**src/rtl/arrow_spawner_pkg.sv**
```systemverilog
// Shared playfield definitions for the arrow spawner: lane count, FSM states,
// difficulty thresholds and the lane one-hot helper.
package ddr_pkg;

    localparam int unsigned LANES = 4;

    typedef enum logic [1:0] {
        ST_IDLE  = 2'd0,
        ST_RUN   = 2'd1,
        ST_PAUSE = 2'd2,
        ST_DRAIN = 2'd3
    } state_t;

    // Spawn probability is thresh/128 against the upper seven random bits.
    function automatic logic [6:0] thresh(input logic [1:0] diff);
        case (diff)
            2'd0:    thresh = 7'd32;
            2'd1:    thresh = 7'd48;
            2'd2:    thresh = 7'd64;
            default: thresh = 7'd96;
        endcase
    endfunction

    function automatic logic [LANES-1:0] onehot4(input logic [1:0] sel);
        onehot4      = '0;
        onehot4[sel] = 1'b1;
    endfunction

endpackage

```
**src/rtl/arrow_spawner_tick_divider.sv**
```systemverilog
// Scroll-step pacing counter: counts enabled cycles modulo TICK_DIV and flags
// the last count of each period as a step cycle.
module tick_divider #(
    parameter int unsigned TICK_DIV = 16
) (
    input  logic Clock,
    input  logic Reset,
    input  logic En,
    input  logic Clr,
    output logic Step
);

    localparam int unsigned CW = (TICK_DIV > 2) ? $clog2(TICK_DIV) : 1;
    localparam logic [CW-1:0] LAST = CW'(TICK_DIV - 1);

    logic [CW-1:0] cnt_q;
    logic [CW-1:0] cnt_d;

    always_comb begin
        cnt_d = cnt_q;
        if (Clr) begin
            cnt_d = '0;
        end else if (En) begin
            cnt_d = (cnt_q == LAST) ? '0 : cnt_q + CW'(1);
        end
    end

    always_ff @(posedge Clock) begin
        if (Reset) begin
            cnt_q <= '0;
        end else begin
            cnt_q <= cnt_d;
        end
    end

    assign Step = En && !Clr && (cnt_q == LAST);

endmodule

```
**src/rtl/arrow_spawner.sv**
```systemverilog
// Turns the LFSR word into falling arrows on a 4-lane grid, scrolling one row
// toward the hit row per step and handing the departing row downstream.
module arrow_spawner
    import ddr_pkg::*;
#(
    parameter int unsigned ROWS     = 8,
    parameter int unsigned TICK_DIV = 16,
    parameter int unsigned MIN_GAP  = 2
) (
    input  logic                  Clock,
    input  logic                  Reset,
    input  logic [8:0]            Rand,
    input  logic                  Start,
    input  logic                  Pause,
    input  logic                  Stop,
    input  logic [1:0]            Difficulty,
    output logic [LANES*ROWS-1:0] Grid,
    output logic [LANES-1:0]      Exit,
    output logic                  ExitValid,
    output logic                  Running,
    output logic                  Done
);

    localparam int unsigned GW = (MIN_GAP > 1) ? $clog2(MIN_GAP + 1) : 1;
    localparam logic [GW-1:0] GAP_MAX = GW'(MIN_GAP);

    state_t                state_q, state_d;
    logic [LANES*ROWS-1:0] grid_q, grid_d;
    logic [LANES-1:0]      exit_q, exit_d;
    logic                  exit_valid_q, exit_valid_d;
    logic                  done_q, done_d;
    logic [GW-1:0]         gap_q, gap_d;
    logic [LANES-1:0]      spawn_row;
    logic                  spawn;
    logic                  step;
    logic                  tick_en;
    logic                  tick_clr;
    logic                  spawn_en;
    logic                  running;
    logic                  drain_done;

    tick_divider #(
        .TICK_DIV (TICK_DIV)
    ) u_tick (
        .Clock (Clock),
        .Reset (Reset),
        .En    (tick_en),
        .Clr   (tick_clr),
        .Step  (step)
    );

    always_ff @(posedge Clock) begin
        if (Reset) begin
            state_q <= ST_IDLE;
        end else begin
            state_q <= state_d;
        end
    end

    // The drain ends on the step that leaves the grid empty, so the check
    // looks at the post-shift grid rather than the current one.
    assign drain_done = (state_q == ST_DRAIN) && step && (grid_d == '0);

    always_comb begin
        state_d = state_q;
        case (state_q)
            ST_IDLE:  if (Start) state_d = ST_RUN;
            ST_RUN: begin
                if (Pause) begin
                    state_d = ST_PAUSE;
                end else if (Stop) begin
                    state_d = ST_DRAIN;
                end
            end
            ST_PAUSE: if (!Pause) state_d = ST_RUN;
            ST_DRAIN: if (drain_done) state_d = ST_IDLE;
            default:  state_d = ST_IDLE;
        endcase
    end

    always_comb begin
        tick_en  = 1'b0;
        tick_clr = 1'b0;
        spawn_en = 1'b0;
        running  = 1'b0;
        case (state_q)
            ST_IDLE:  tick_clr = 1'b1;
            ST_RUN: begin
                tick_en  = !Pause;
                spawn_en = 1'b1;
                running  = 1'b1;
            end
            ST_DRAIN: begin
                tick_en = 1'b1;
                running = 1'b1;
            end
            default: ;
        endcase
    end

    always_comb begin
        grid_d       = grid_q;
        exit_d       = exit_q;
        exit_valid_d = 1'b0;
        gap_d        = gap_q;
        spawn        = 1'b0;
        spawn_row    = '0;
        if (step) begin
            spawn = spawn_en && (Rand[8:2] < thresh(Difficulty)) && (gap_q >= GAP_MAX);
            if (spawn) begin
                spawn_row = onehot4(Rand[1:0]);
                gap_d     = GW'(1);
            end else if (gap_q < GAP_MAX) begin
                gap_d = gap_q + GW'(1);
            end
            exit_d       = grid_q[LANES-1:0];
            exit_valid_d = 1'b1;
            grid_d       = {spawn_row, grid_q[LANES*ROWS-1:LANES]};
        end
    end

    assign done_d = drain_done;

    always_ff @(posedge Clock) begin
        if (Reset) begin
            grid_q       <= '0;
            exit_q       <= '0;
            exit_valid_q <= 1'b0;
            done_q       <= 1'b0;
            gap_q        <= GAP_MAX;
        end else begin
            grid_q       <= grid_d;
            exit_q       <= exit_d;
            exit_valid_q <= exit_valid_d;
            done_q       <= done_d;
            gap_q        <= gap_d;
        end
    end

    assign Grid      = grid_q;
    assign Exit      = exit_q;
    assign ExitValid = exit_valid_q;
    assign Running   = running;
    assign Done      = done_q;

endmodule

```
**config.mk**
```make
export PLATFORM = sky130hd
export DESIGN_NAME = arrow_spawner
export DESIGN_NICKNAME = d
export VERILOG_FILES = /design/src/rtl/arrow_spawner_pkg.sv /design/src/rtl/arrow_spawner_tick_divider.sv /design/src/rtl/arrow_spawner.sv
export SDC_FILE = /design/constraint.sdc
export NUM_CORES = 1
export LEC_CHECK = 0
export BUFFER_PORTS_ARGS = -buffer_cell sky130_fd_sc_hd__clkbuf_2
export CAP_MARGIN = 30
export CORE_ASPECT_RATIO = 2
export CORE_UTILIZATION = 25
export CTS_CLUSTER_DIAMETER = 40
export CTS_CLUSTER_SIZE = 10
export DETAILED_ROUTE_END_ITERATION = 16
export GPL_TIMING_DRIVEN = 0
export SYNTH_ARGS = -nofsm -noshare
export SYNTH_HDL_FRONTEND = slang
export SYNTH_HIERARCHICAL = 1
export SYNTH_SLANG_ARGS = --single-unit
```
**constraint.sdc**
```tcl
create_clock -name Clock -period 2.3 [get_ports Clock]
set_input_delay 0.23 -clock Clock [delete_from_list [all_inputs] [get_ports Clock]]
set_output_delay 0.23 -clock Clock [all_outputs]
set_load 0.02 [all_outputs]
```
==> results_tabular.tex, run 1 <==
\begin{tabular}{lr}
\hline
Metric & Value \\
\hline
\multicolumn{2}{l}{\textbf{Critical path}} \\
\quad Crit path required time & 2450 ps \\
\quad Setup CP Type & flop to flop \\
\quad Origin of the critical flop-to-flop path & state\_q[1] \\
\quad Endpoint of the most critical register-to-register path & Grid[0] \\
\quad Crit start category & flop \\
\quad Critical path endpoint category & flop \\
\quad Setup slack of the worst register-to-register path & 200 ps \\
\quad Count of cells along the worst register-to-register path & 9 \\
\quad Crit path arrival time & 2260 ps \\
\quad Worst-path maximum fanout & 10 \\
\multicolumn{2}{l}{\textbf{Route}} \\
\quad First-pass iteration count of the detailed router & 4 \\
\quad Routed WL per cell & 14.40 um \\
\quad Number of nets with antenna violations after detailed routing & 0 \\
\quad DRC violations left & 0 \\
\quad DRT Wirelength & 5.056 mm \\
\quad Routed via count divided by cell count & 4.752 \\
\quad Vias after detailed routing & 1668 \\
\quad Number of DRC markers after the initial detailed-route iteration & 75 \\
\multicolumn{2}{l}{\textbf{Power}} \\
\quad Power per unit of standard cell area & 671.7 nW/um\^{}2 \\
\quad PnR Total Power & 1.667 mW \\
\quad Leakage & 0.9892 nW \\
\quad Peak supply drop & 333.8 uV \\
\multicolumn{2}{l}{\textbf{Logic synthesis}} \\
\quad Number of unique standard cell types used by synthesis & 35 \\
\quad Synthesized Nets & 222 \\
\quad Syn avg cell area & 9.520 um\^{}2 \\
\quad Main area contributors after synthesis & dfxtp\_1, mux2i\_1, nor2\_1 \\
\quad Register bit total from synthesis & 46 \\
\quad Netlist Area Pre-Place & 1923 um\^{}2 \\
\quad Area fraction of the dominant cell type after synthesis & 0.4789 \\
\quad Total of warnings raised by yosys & 6 \\
\quad Library cell with the largest summed area after synthesis & dfxtp\_1 \\
\quad Sequential element share of the synthesized area & 0.4789 \\
\quad Async set-or-reset flop fraction in the synthesized netlist & 0 \\
\quad Post-Syn Instances & 202 \\
\quad Number of synthesized flops with an enable pin & 0 \\
\quad Primary FF master, synth & dfxtp\_1 \\
\quad Synth top cells by count & dfxtp\_1, nor2\_1, mux2i\_1 \\
\multicolumn{2}{l}{\textbf{Cells and area}} \\
\quad Number of antenna diodes & 0 \\
\quad Proportion of layout cells with a drive suffix above 1 & 0.2741 \\
\quad Area occupied by multi-input gates & 953.4 um\^{}2 \\
\quad Post-layout net count & 278 \\
\quad Utilization after layout & 0.3389 \\
\quad Count of filler cells inserted in the layout & 788 \\
\quad Layout overhead on the synthesized area & 29.02\% \\
\quad Area occupied by registers & 923.4 um\^{}2 \\
\quad Non-filler cells in the finished layout & 351 \\
\multicolumn{2}{l}{\textbf{CTS}} \\
\quad Largest buffer count on any clock path & 2 \\
\quad Clock tree root driver cell & clkbuf\_16 \\
\quad CTS tree & built \\
\quad CTS clock-pin slew for the worst setup and hold paths & 60 ps \\
\quad Total number of H-tree levels & 2 \\
\quad Worst skew pair latency & 280 ps \\
\quad Number of clock buffers inserted by TritonCTS & 5 \\
\quad CTS sink count & 46 \\
\multicolumn{2}{l}{\textbf{Place}} \\
\quad Final Wtd Congestion & 0.7286 \\
\quad Port buffer count & 50 \\
\quad Number of cells in the design after placement & 344 \\
\quad Detailed placer's ending HPWL & 3.893 mm \\
\multicolumn{2}{l}{\textbf{Worst hold path}} \\
\quad HP Start & Reset \\
\quad Worst Hold Path EP & u\_tick/cnt\_q[2] \\
\quad Worst hold path cell count & 2 \\
\quad Hold Path Class & input pin to flop \\
\multicolumn{2}{l}{\textbf{STA}} \\
\quad RSZ-0062 raised after global routing & yes \\
\quad Final Setup Violations & 0 \\
\quad Part of the cycle the worst path needs & 0.9148 \\
\quad Shortest period the worst path allows & 2104 ps \\
\quad Worst setup skew after layout & 3.997 ps \\
\quad Number of max-slew violations in the final report & 0 \\
\quad Final hold violation count & 0 \\
\quad Worst Tran Pin Value & 444.7 ps \\
\quad Max\_slew headroom & 0.7036 \\
\quad Fmax & 0.4753 GHz \\
\quad WHS & 207.4 ps \\
\multicolumn{2}{l}{\textbf{Die}} \\
\quad Die width & 64.02 um \\
\quad Core region area & 7322 um\^{}2 \\
\quad Die area & 8068 um\^{}2 \\
\quad Standard-cell row count & 44 \\
\quad Count of boundary I/O pins & 55 \\
\quad Die Y-Extent & 126.0 um \\
\quad Starting utilization of the core area & 0.2626 \\
\multicolumn{2}{l}{\textbf{Run}} \\
\quad Max-cap check violation count & 0 \\
\multicolumn{2}{l}{\textbf{Status}} \\
\quad Status & finished clean \\
\multicolumn{2}{l}{\textbf{GRT}} \\
\quad All-layer global routing usage & 0.1287 \\
\quad Antenna violations before repair & 0 \\
\quad Global route overflow & 0 \\
\quad Maximum number of pins on one net before global-route repair & 14 \\
\quad Number of global-route vias before repair & 1523 \\
\quad Global-route wire length before repair & 7.797 mm \\
\hline
\end{tabular}
power breakdown:
part	internal (mW)	total, mW	switching (mW)
registers	0.801	0.807	0.00617
clock network	0.513	0.795	0.282
logic	0.0254	0.0645	0.0391
total	1.34	1.67	0.327
cell usage in the layout (no fill, tap or decap), types with 2 or more instances in the layout:
cell type and count:
a32o_1 4, dfxtp_1 44, xor2_1 2, nand4_1 3, buf_2 4, nand2_1 6
a21oi_1 4, clkbuf_1 7, clkbuf_16 5, nor3_1 7, nand3_1 2, inv_1 7
clkbuf_2 50, o21ai_0 2, dfxtp_2 2, nor4_1 3, nor2_1 46, nor2b_1 2
mux2i_1 34, ha_1 4
critical path: stages, from the launching register on:
cell	delay (ps)
dfxtp_2	380
inv_1	100
a21boi_4	230
nand4_1	150
nor2_1	140
buf_6	150
buf_2	220
buf_2	330
mux2i_1	220
nor2_1	50
stage by stage:
stage                     area, um^2  TNS [ps]  worst slack [ps]
after floorplan                 1923         0             113.3
after global placement          2288     -7002            -262.4
after detailed placement        2288     -7784            -310.8
after CTS                       2460         0             7.542
after global routing            2481  -0.07550          -0.07550
final                           2481         0             196.0
routing by layer:
| layer | GRT usage | up-vias | wire (um) |
|---|---|---|---|
| li1 | - | 810 | - |
| met1 | 0.1291 | 792 | 1804 |
| met2 | 0.2441 | 54 | 2896 |
| met3 | 0.01630 | 12 | 197 |
| met4 | 0.07353 | 0 | 158 |
| met5 | 0 | - | 0 |
repair_timing:
action,CTS,global route
hold endpoints to repair,0,0
hold buffers,0,0
gates resized for setup,3,5
pin swaps,0,2
setup buffers,0,0
setup endpoints to repair,33,21
state kept, by name (all words and copies together) (netlist names):
name,count
Done,1
ExitValid,1
Exit,4
u_tick/cnt_q,4
Grid,32
state_q,2
gap_q,2
cell type report:
class	instances	share of cell area
plain buffers	10	0.02017
repair buffers	50	0.1009
multi-input cells	138	0.3843
inverters	7	0.01059
well taps	92	0.04639
clock buffers	7	0.05345
flip-flops and latches	46	0.3722
clock inverters	1	0.01210
worst max-delay path by stage:
stage / start / end / slack [ps]
4_1_cts: state_q[1] / state_q[1] / 8
2_1_floorplan: state_q[0] / state_q[1] / 110
3_5_place_dp: state_q[0] / state_q[1] / -310
5_1_grt: state_q[1] / state_q[1] / -0.08
6_report: state_q[1] / Grid[0] / 200
3_3_place_gp: state_q[0] / state_q[1] / -260
logic make-up (layout without fill, tap and decap cells):
| logic type | count (synthesis) | after routing | synth area share |
|---|---|---|---|
| AOI/OAI and AO/OA | 17 | 17 | 0.06637 |
| DFF | 46 | 46 | 0.4789 |
| xor gates and xnor gates | 3 | 3 | 0.01367 |
| muxes | 34 | 34 | 0.1770 |
| buffers and inverters | 18 | 75 | 0.04164 |
| and+or+nand+nor | 80 | 80 | 0.1965 |
| adders and majority gates | 4 | 4 | 0.02603 |
(Power assumes the default switching activity.)
==> run 2: changes to the inputs <==
Settings changed: MAX_ROUTING_LAYER from default to met4.
==> run 2 against run 1 <==
First-iteration DRC count rose by 2.7%. Core utilization did not move. Combinational power barely moved. Setup slack got worse by 5.2 ps. Critical path depth did not move. Wire length rose by 0.32%. Clock skew barely moved. Non-clock buffer count did not move. Sequential cell count did not move. Register-to-register slack barely moved. Global-route usage rose by 0.37 points. Maximum frequency fell by 0.25%.
==> results_tabular.tex, run 2 (synthesized netlist as in run 1, its figures left out) <==
\begin{tabular}{lr}
\hline
Metric & Value \\
\hline
\multicolumn{2}{l}{\textbf{Status}} \\
\quad Status & finished clean \\
\multicolumn{2}{l}{\textbf{Critical path}} \\
\quad Setup CP Type & flop to flop \\
\quad Count of cells along the worst register-to-register path & 9 \\
\quad Worst-path maximum fanout & 10 \\
\quad Critical path endpoint category & flop \\
\quad Crit path arrival time & 2260 ps \\
\quad Setup slack of the worst register-to-register path & 190 ps \\
\quad Origin of the critical flop-to-flop path & state\_q[1] \\
\quad Crit path required time & 2450 ps \\
\quad Endpoint of the most critical register-to-register path & Grid[0] \\
\quad Crit start category & flop \\
\multicolumn{2}{l}{\textbf{Place}} \\
\quad Detailed placer's ending HPWL & 3.893 mm \\
\quad Dpl cell area & 2288 um\^{}2 \\
\quad Final Wtd Congestion & 0.7375 \\
\quad Port buffer count & 50 \\
\multicolumn{2}{l}{\textbf{Route}} \\
\quad DRC violations left & 0 \\
\quad Routed via count divided by cell count & 4.712 \\
\quad DRT Wirelength & 5.072 mm \\
\quad Routed WL per cell & 14.45 um \\
\quad Number of nets with antenna violations after detailed routing & 0 \\
\quad First-pass iteration count of the detailed router & 4 \\
\quad Vias after detailed routing & 1654 \\
\quad Number of DRC markers after the initial detailed-route iteration & 77 \\
\multicolumn{2}{l}{\textbf{CTS}} \\
\quad Cts hold-fix bufs & 0 \\
\quad Worst skew pair latency & 280 ps \\
\quad CTS clock-pin slew for the worst setup and hold paths & 60 ps \\
\quad CTS tree & built \\
\quad Total number of H-tree levels & 2 \\
\quad Post-CTS Setup Inserts & 0 \\
\quad Largest buffer count on any clock path & 2 \\
\quad Clock tree root driver cell & clkbuf\_16 \\
\quad CTS sink count & 46 \\
\quad Number of clock buffers inserted by TritonCTS & 5 \\
\multicolumn{2}{l}{\textbf{Cells and area}} \\
\quad Proportion of layout cells with a drive suffix above 1 & 0.2741 \\
\quad Post-layout net count & 278 \\
\quad Leading cell types in the layout, fill and taps excluded & clkbuf\_2, nor2\_1, dfxtp\_1 \\
\quad Final cell area excluding filler cells & 2481 um\^{}2 \\
\quad Number of antenna diodes & 0 \\
\quad Leading cell type in the layout, fill and taps excluded & clkbuf\_2 \\
\quad Max reg flops & 32 \\
\quad Layout overhead on the synthesized area & 29.02\% \\
\quad Count of filler cells inserted in the layout & 788 \\
\multicolumn{2}{l}{\textbf{GRT}} \\
\quad All-layer global routing usage & 0.1325 \\
\quad Number of global-route vias before repair & 1526 \\
\quad Antenna violations before repair & 0 \\
\quad Maximum number of pins on one net before global-route repair & 14 \\
\quad Global route overflow & 0 \\
\quad Global-route wire length before repair & 7.790 mm \\
\multicolumn{2}{l}{\textbf{STA}} \\
\quad Fmax & 0.4741 GHz \\
\quad Worst setup skew after layout & 3.981 ps \\
\quad Max\_slew headroom & 0.7037 \\
\quad Final hold violation count & 0 \\
\quad Final Setup Violations & 0 \\
\quad Worst Tran Pin Value & 444.5 ps \\
\quad RSZ-0062 raised after global routing & yes \\
\quad Number of max-slew violations in the final report & 0 \\
\quad Part of the cycle the worst path needs & 0.9170 \\
\quad Shortest period the worst path allows & 2109 ps \\
\multicolumn{2}{l}{\textbf{Run}} \\
\quad Max-cap check violation count & 0 \\
\multicolumn{2}{l}{\textbf{Worst hold path}} \\
\quad HP Start & Reset \\
\quad Worst hold path cell count & 2 \\
\quad Worst Hold Path EP & u\_tick/cnt\_q[2] \\
\quad Hold Path Class & input pin to flop \\
\multicolumn{2}{l}{\textbf{Power}} \\
\quad Leakage & 0.9892 nW \\
\quad Clk network pwr share & 0.478 \\
\quad Peak supply drop & 335.3 uV \\
\quad Proportion of power drawn by flip-flops and latches & 0.483 \\
\quad PnR Total Power & 1.670 mW \\
\quad Net switching power of the design & 0.3303 mW \\
\quad Gate power share & 0.039 \\
\quad Power per unit of standard cell area & 672.9 nW/um\^{}2 \\
\quad Internal & 1.339 mW \\
\quad Proportion of total power due to net switching & 0.1978 \\
\multicolumn{2}{l}{\textbf{Die}} \\
\quad Die width & 64.02 um \\
\quad Die area & 8068 um\^{}2 \\
\quad Die Y-Extent & 126.0 um \\
\quad Core region area & 7322 um\^{}2 \\
\quad Standard-cell row count & 44 \\
\quad Starting utilization of the core area & 0.2626 \\
\quad Count of boundary I/O pins & 55 \\
\hline
\end{tabular}
[run 2: cell counts in the layout (fill, tap and decap cells not counted)]
Identical to the previous run, type by type.
[run 2: critical path, stage by stage (launching register included)]
cell and delay (ps):
dfxtp_2 380, inv_1 100, a21boi_4 230, nand4_1 150, nor2_1 140, buf_6 150, buf_2 220, buf_2 340
mux2i_1 220, nor2_1 60
[run 2: metrics by stage]
| step | hold WS (ps) | TNS, ps | utilization | worst slack [ps] | cells |
|---|---|---|---|---|---|
| final | 207.4 | 0 | 0.3389 | 190.8 | 351 |
| after global routing | 226.7 | -0.07550 | 0.3389 | -0.07550 | 351 |
| after CTS | 216.1 | 0 | 0.3360 | 7.542 | 351 |
| after detailed placement | 480.3 | -7784 | 0.3125 | -310.8 | 344 |
| after global placement | 474.7 | -7002 | 0.3125 | -262.4 | 344 |
| after floorplan | 300.9 | 0 | - | 113.3 | 202 |
[run 2: timing repair]
| item | in CTS | in global routing |
|---|---|---|
| resized for setup | 3 | 5 |
| pin swaps | 0 | 2 |
| setup endpoints to repair | 33 | 21 |
[run 2: worst max path at each step]
stage / from / endpoint / slack (ps)
after floorplan: state_q[0] / state_q[1] / 110
after global placement: state_q[0] / state_q[1] / -260
after detailed placement: state_q[0] / state_q[1] / -310
after CTS: state_q[1] / state_q[1] / 8
after global routing: state_q[1] / state_q[1] / -0.08
final: state_q[1] / Grid[0] / 190
[run 2: cell type report]
type | count | area (um^2) | area share
flip-flops and latches | 46 | 923.4 | 0.3722
plain buffers | 10 | 50.05 | 0.02017
clock inverters | 1 | 30.03 | 0.01210
clock buffers | 7 | 132.6 | 0.05345
inverters | 7 | 26.28 | 0.01059
well taps | 92 | 115.1 | 0.04639
multi-input cells | 138 | 953.4 | 0.3843
repair buffers | 50 | 250.2 | 0.1009
[run 2: power groups by stage]
stage / Sequential (mW) / Combinational, mW / Clock [mW]
6_report: 0.807 / 0.0646 / 0.798
5_1_grt: 0.807 / 0.0731 / 0.838
4_1_cts: 0.806 / 0.0649 / 0.811
3_5_place_dp: 0.820 / 0.0662 / 0
3_3_place_gp: 0.820 / 0.0647 / 0
2_1_floorplan: 0.819 / 0.0410 / 0
[run 2: layer usage]
metal  wire [um]  global-route usage
met1        1878              0.1291
met5           0                   -
met3         189             0.01630
met4         146             0.07353
met2        2858              0.2441
==> run 3: changes to the inputs <==
Settings changed: BUFFER_PORTS_ARGS -buffer_cell sky130_fd_sc_hd__clkbuf_2 to -buffer_cell sky130_fd_sc_hd__buf_4.
==> run 3 against run 2 <==
Clock power fell by 0.6%. Sequential share of layout area is 1.8 points lower. First-iteration DRC count down 57%. Highest routed layer unchanged.
==> results_tabular.tex, run 3 (synthesized netlist as in run 1, its figures left out) <==
\begin{tabular}{lr}
\hline
Metric & Value \\
\hline
\multicolumn{2}{l}{\textbf{Route}} \\
\quad First-pass iteration count of the detailed router & 4 \\
\quad Number of nets with antenna violations after detailed routing & 0 \\
\quad Routed WL per cell & 14.21 um \\
\quad Vias after detailed routing & 1636 \\
\quad DRT Wirelength & 5.015 mm \\
\quad Number of DRC markers after the initial detailed-route iteration & 33 \\
\quad DRC violations left & 0 \\
\quad Routed via count divided by cell count & 4.635 \\
\multicolumn{2}{l}{\textbf{Die}} \\
\quad Die Y-Extent & 126.0 um \\
\quad Count of boundary I/O pins & 55 \\
\quad Standard-cell row count & 44 \\
\quad Core region area & 7322 um\^{}2 \\
\quad Starting utilization of the core area & 0.2626 \\
\quad Die area & 8068 um\^{}2 \\
\quad Die width & 64.02 um \\
\multicolumn{2}{l}{\textbf{Critical path}} \\
\quad Cell-by-cell listing of the critical path & nor2\_1 > nor2\_1 > buf\_6 > or4\_1 > a2bb2oi\_1 > a21oi\_1 > and3\_1 > nor3\_1 \\
\quad Origin of the critical flop-to-flop path & state\_q[0] \\
\quad Crit start category & flop \\
\quad Path length in cells of the critical path & 8 \\
\quad Start point of the critical path & state\_q[0] \\
\quad CP Capture Point & state\_q[0] \\
\quad Cell type of the slowest stage on the worst timing path & or4\_1 \\
\quad Critical path endpoint category & flop \\
\quad Worst-path maximum fanout & 10 \\
\quad Delay of the slowest critical-path stage & 490 ps \\
\quad Count of cells along the worst register-to-register path & 8 \\
\quad Endpoint of the most critical register-to-register path & state\_q[0] \\
\quad CP top delay family & simple AND/OR/NAND/NOR gates \\
\quad Crit path required time & 2450 ps \\
\quad Crit path arrival time & 2240 ps \\
\quad Setup CP Type & flop to flop \\
\quad Setup slack of the worst register-to-register path & 210 ps \\
\quad CP Buf/Inv Count & 1 \\
\quad Cell seen most often among critical-path stages & nor2\_1 \\
\multicolumn{2}{l}{\textbf{Run}} \\
\quad Max-cap check violation count & 0 \\
\multicolumn{2}{l}{\textbf{STA}} \\
\quad Max\_slew headroom & 0.7130 \\
\quad Final hold violation count & 0 \\
\quad Worst setup skew after layout & 4.117 ps \\
\quad Part of the cycle the worst path needs & 0.9085 \\
\quad Worst Tran Pin Value & 430.5 ps \\
\quad Final Setup Violations & 0 \\
\quad Number of max-slew violations in the final report & 0 \\
\quad Fmax & 0.4786 GHz \\
\quad WHS & 164.9 ps \\
\quad Shortest period the worst path allows & 2089 ps \\
\multicolumn{2}{l}{\textbf{Cells and area}} \\
\quad Count of filler cells inserted in the layout & 760 \\
\quad Non-filler cells in the finished layout & 353 \\
\quad Layout overhead on the synthesized area & 35.65\% \\
\quad Proportion of layout cells with a drive suffix above 1 & 0.2720 \\
\quad Number of antenna diodes & 0 \\
\quad Leading cell type in the layout, fill and taps excluded & buf\_4 \\
\quad Leading cell types in the layout, fill and taps excluded & buf\_4, nor2\_1, dfxtp\_1 \\
\quad Post-layout net count & 280 \\
\quad Max reg flops & 32 \\
\multicolumn{2}{l}{\textbf{CTS}} \\
\quad Worst skew pair latency & 280 ps \\
\quad CTS clock-pin slew for the worst setup and hold paths & 60 ps \\
\quad CTS tree & built \\
\quad Cts hold-fix bufs & 0 \\
\quad Number of clock buffers inserted by TritonCTS & 5 \\
\quad Clock tree root driver cell & clkbuf\_16 \\
\quad Total number of H-tree levels & 2 \\
\quad Largest buffer count on any clock path & 2 \\
\quad CTS sink count & 46 \\
\multicolumn{2}{l}{\textbf{GRT}} \\
\quad Global route overflow & 0 \\
\quad Antenna violations before repair & 0 \\
\quad Maximum number of pins on one net before global-route repair & 14 \\
\quad Global-route wire length before repair & 8.176 mm \\
\quad Number of global-route vias before repair & 1616 \\
\quad All-layer global routing usage & 0.1366 \\
\multicolumn{2}{l}{\textbf{Status}} \\
\quad Status & finished clean \\
\multicolumn{2}{l}{\textbf{Place}} \\
\quad Port buffer count & 50 \\
\quad Final Wtd Congestion & 0.7616 \\
\quad Detailed placer's ending HPWL & 3.873 mm \\
\quad Number of cells in the design after placement & 344 \\
\multicolumn{2}{l}{\textbf{Worst hold path}} \\
\quad Hold Path Class & input pin to flop \\
\multicolumn{2}{l}{\textbf{Power}} \\
\quad Power per unit of standard cell area & 641.2 nW/um\^{}2 \\
\quad Leakage & 1.040 nW \\
\quad Peak supply drop & 403.3 uV \\
\hline
\end{tabular}
-- run 3: changes by cell type in the layout (fill, tap and decap cells not counted) --
cell,before,now
buf_4,0,52
clkbuf_2,50,0
and3_1,0,1
and3_4,1,0
o41ai_1,0,1
o41ai_2,1,0
-- run 3: repair_timing --
action / CTS / global route
pin swaps: 0 / 1
endpoints found under the setup margin: 33 / 33
gates cloned: 0 / 0
buffers inserted: 0 / 2
resized for setup: 2 / 4
-- run 3: routing by layer --
layer / part of all wire / wire (um) / global-route usage / up-vias
met5: 0 / 0 / - / -
met4: 0.022 / 109 / 0.06150 / 0
met3: 0.035 / 174 / 0.01721 / 6
met2: 0.56 / 2819 / 0.2516 / 41
met1: 0.38 / 1911 / 0.1390 / 772
li1: - / - / - / 817
-- run 3: report_power, final --
part / leakage [nW] / switching (mW) / internal (mW)
logic: 0.591 / 0.0388 / 0.0343
clock network: 0.0781 / 0.279 / 0.513
registers: 0.371 / 0.00636 / 0.801
total: 1.04 / 0.325 / 1.35
-- run 3: worst register-to-register path, cell delays in order (launching register included) --
cell       delay [ps]
dfxtp_2           370
nor2_1            280
nor2_1            110
buf_6             150
or4_1             490
a2bb2oi_1         140
a21oi_1           120
and3_1            230
nor3_1             60
-- run 3: final cells by class --
| class | count | area (um^2) | area share |
|---|---|---|---|
| Multi-Input combinational cell | 138 | 940.9 | 0.3607 |
| Clock buffer | 7 | 132.6 | 0.05084 |
| Inverter | 7 | 26.28 | 0.01007 |
| Timing Repair Buffer | 52 | 390.4 | 0.1496 |
| Tap cell | 92 | 115.1 | 0.04412 |
| Clock inverter | 1 | 30.03 | 0.01151 |
| Buffer | 10 | 50.05 | 0.01918 |
| Sequential cell | 46 | 923.4 | 0.3540 |
-- run 3: per-stage QoR --
stage	setup slack, ps	instance area [um^2]	utilization	setup TNS [ps]	power [mW]
5_1_grt	-5.788	2609	0.3563	-13.96	1.733
4_1_cts	38.02	2584	0.3529	0	1.689
3_3_place_gp	-263.9	2414	0.3296	-7137	0.8908
3_5_place_dp	-275.2	2414	0.3296	-6722	0.8916
6_report	210.5	2609	0.3563	0	1.673
2_1_floorplan	113.3	1923	-	0	0.8604
-- run 3: worst min path at each step --
stage / to / cells after the start / startpoint
6_report: u_tick/cnt_q[2] / 2 / Reset
5_1_grt: u_tick/cnt_q[2] / 2 / Reset
4_1_cts: u_tick/cnt_q[2] / 2 / Reset
3_5_place_dp: u_tick/cnt_q[2] / 2 / Reset
3_3_place_gp: u_tick/cnt_q[2] / 2 / Reset
2_1_floorplan: u_tick/cnt_q[2] / 1 / Reset
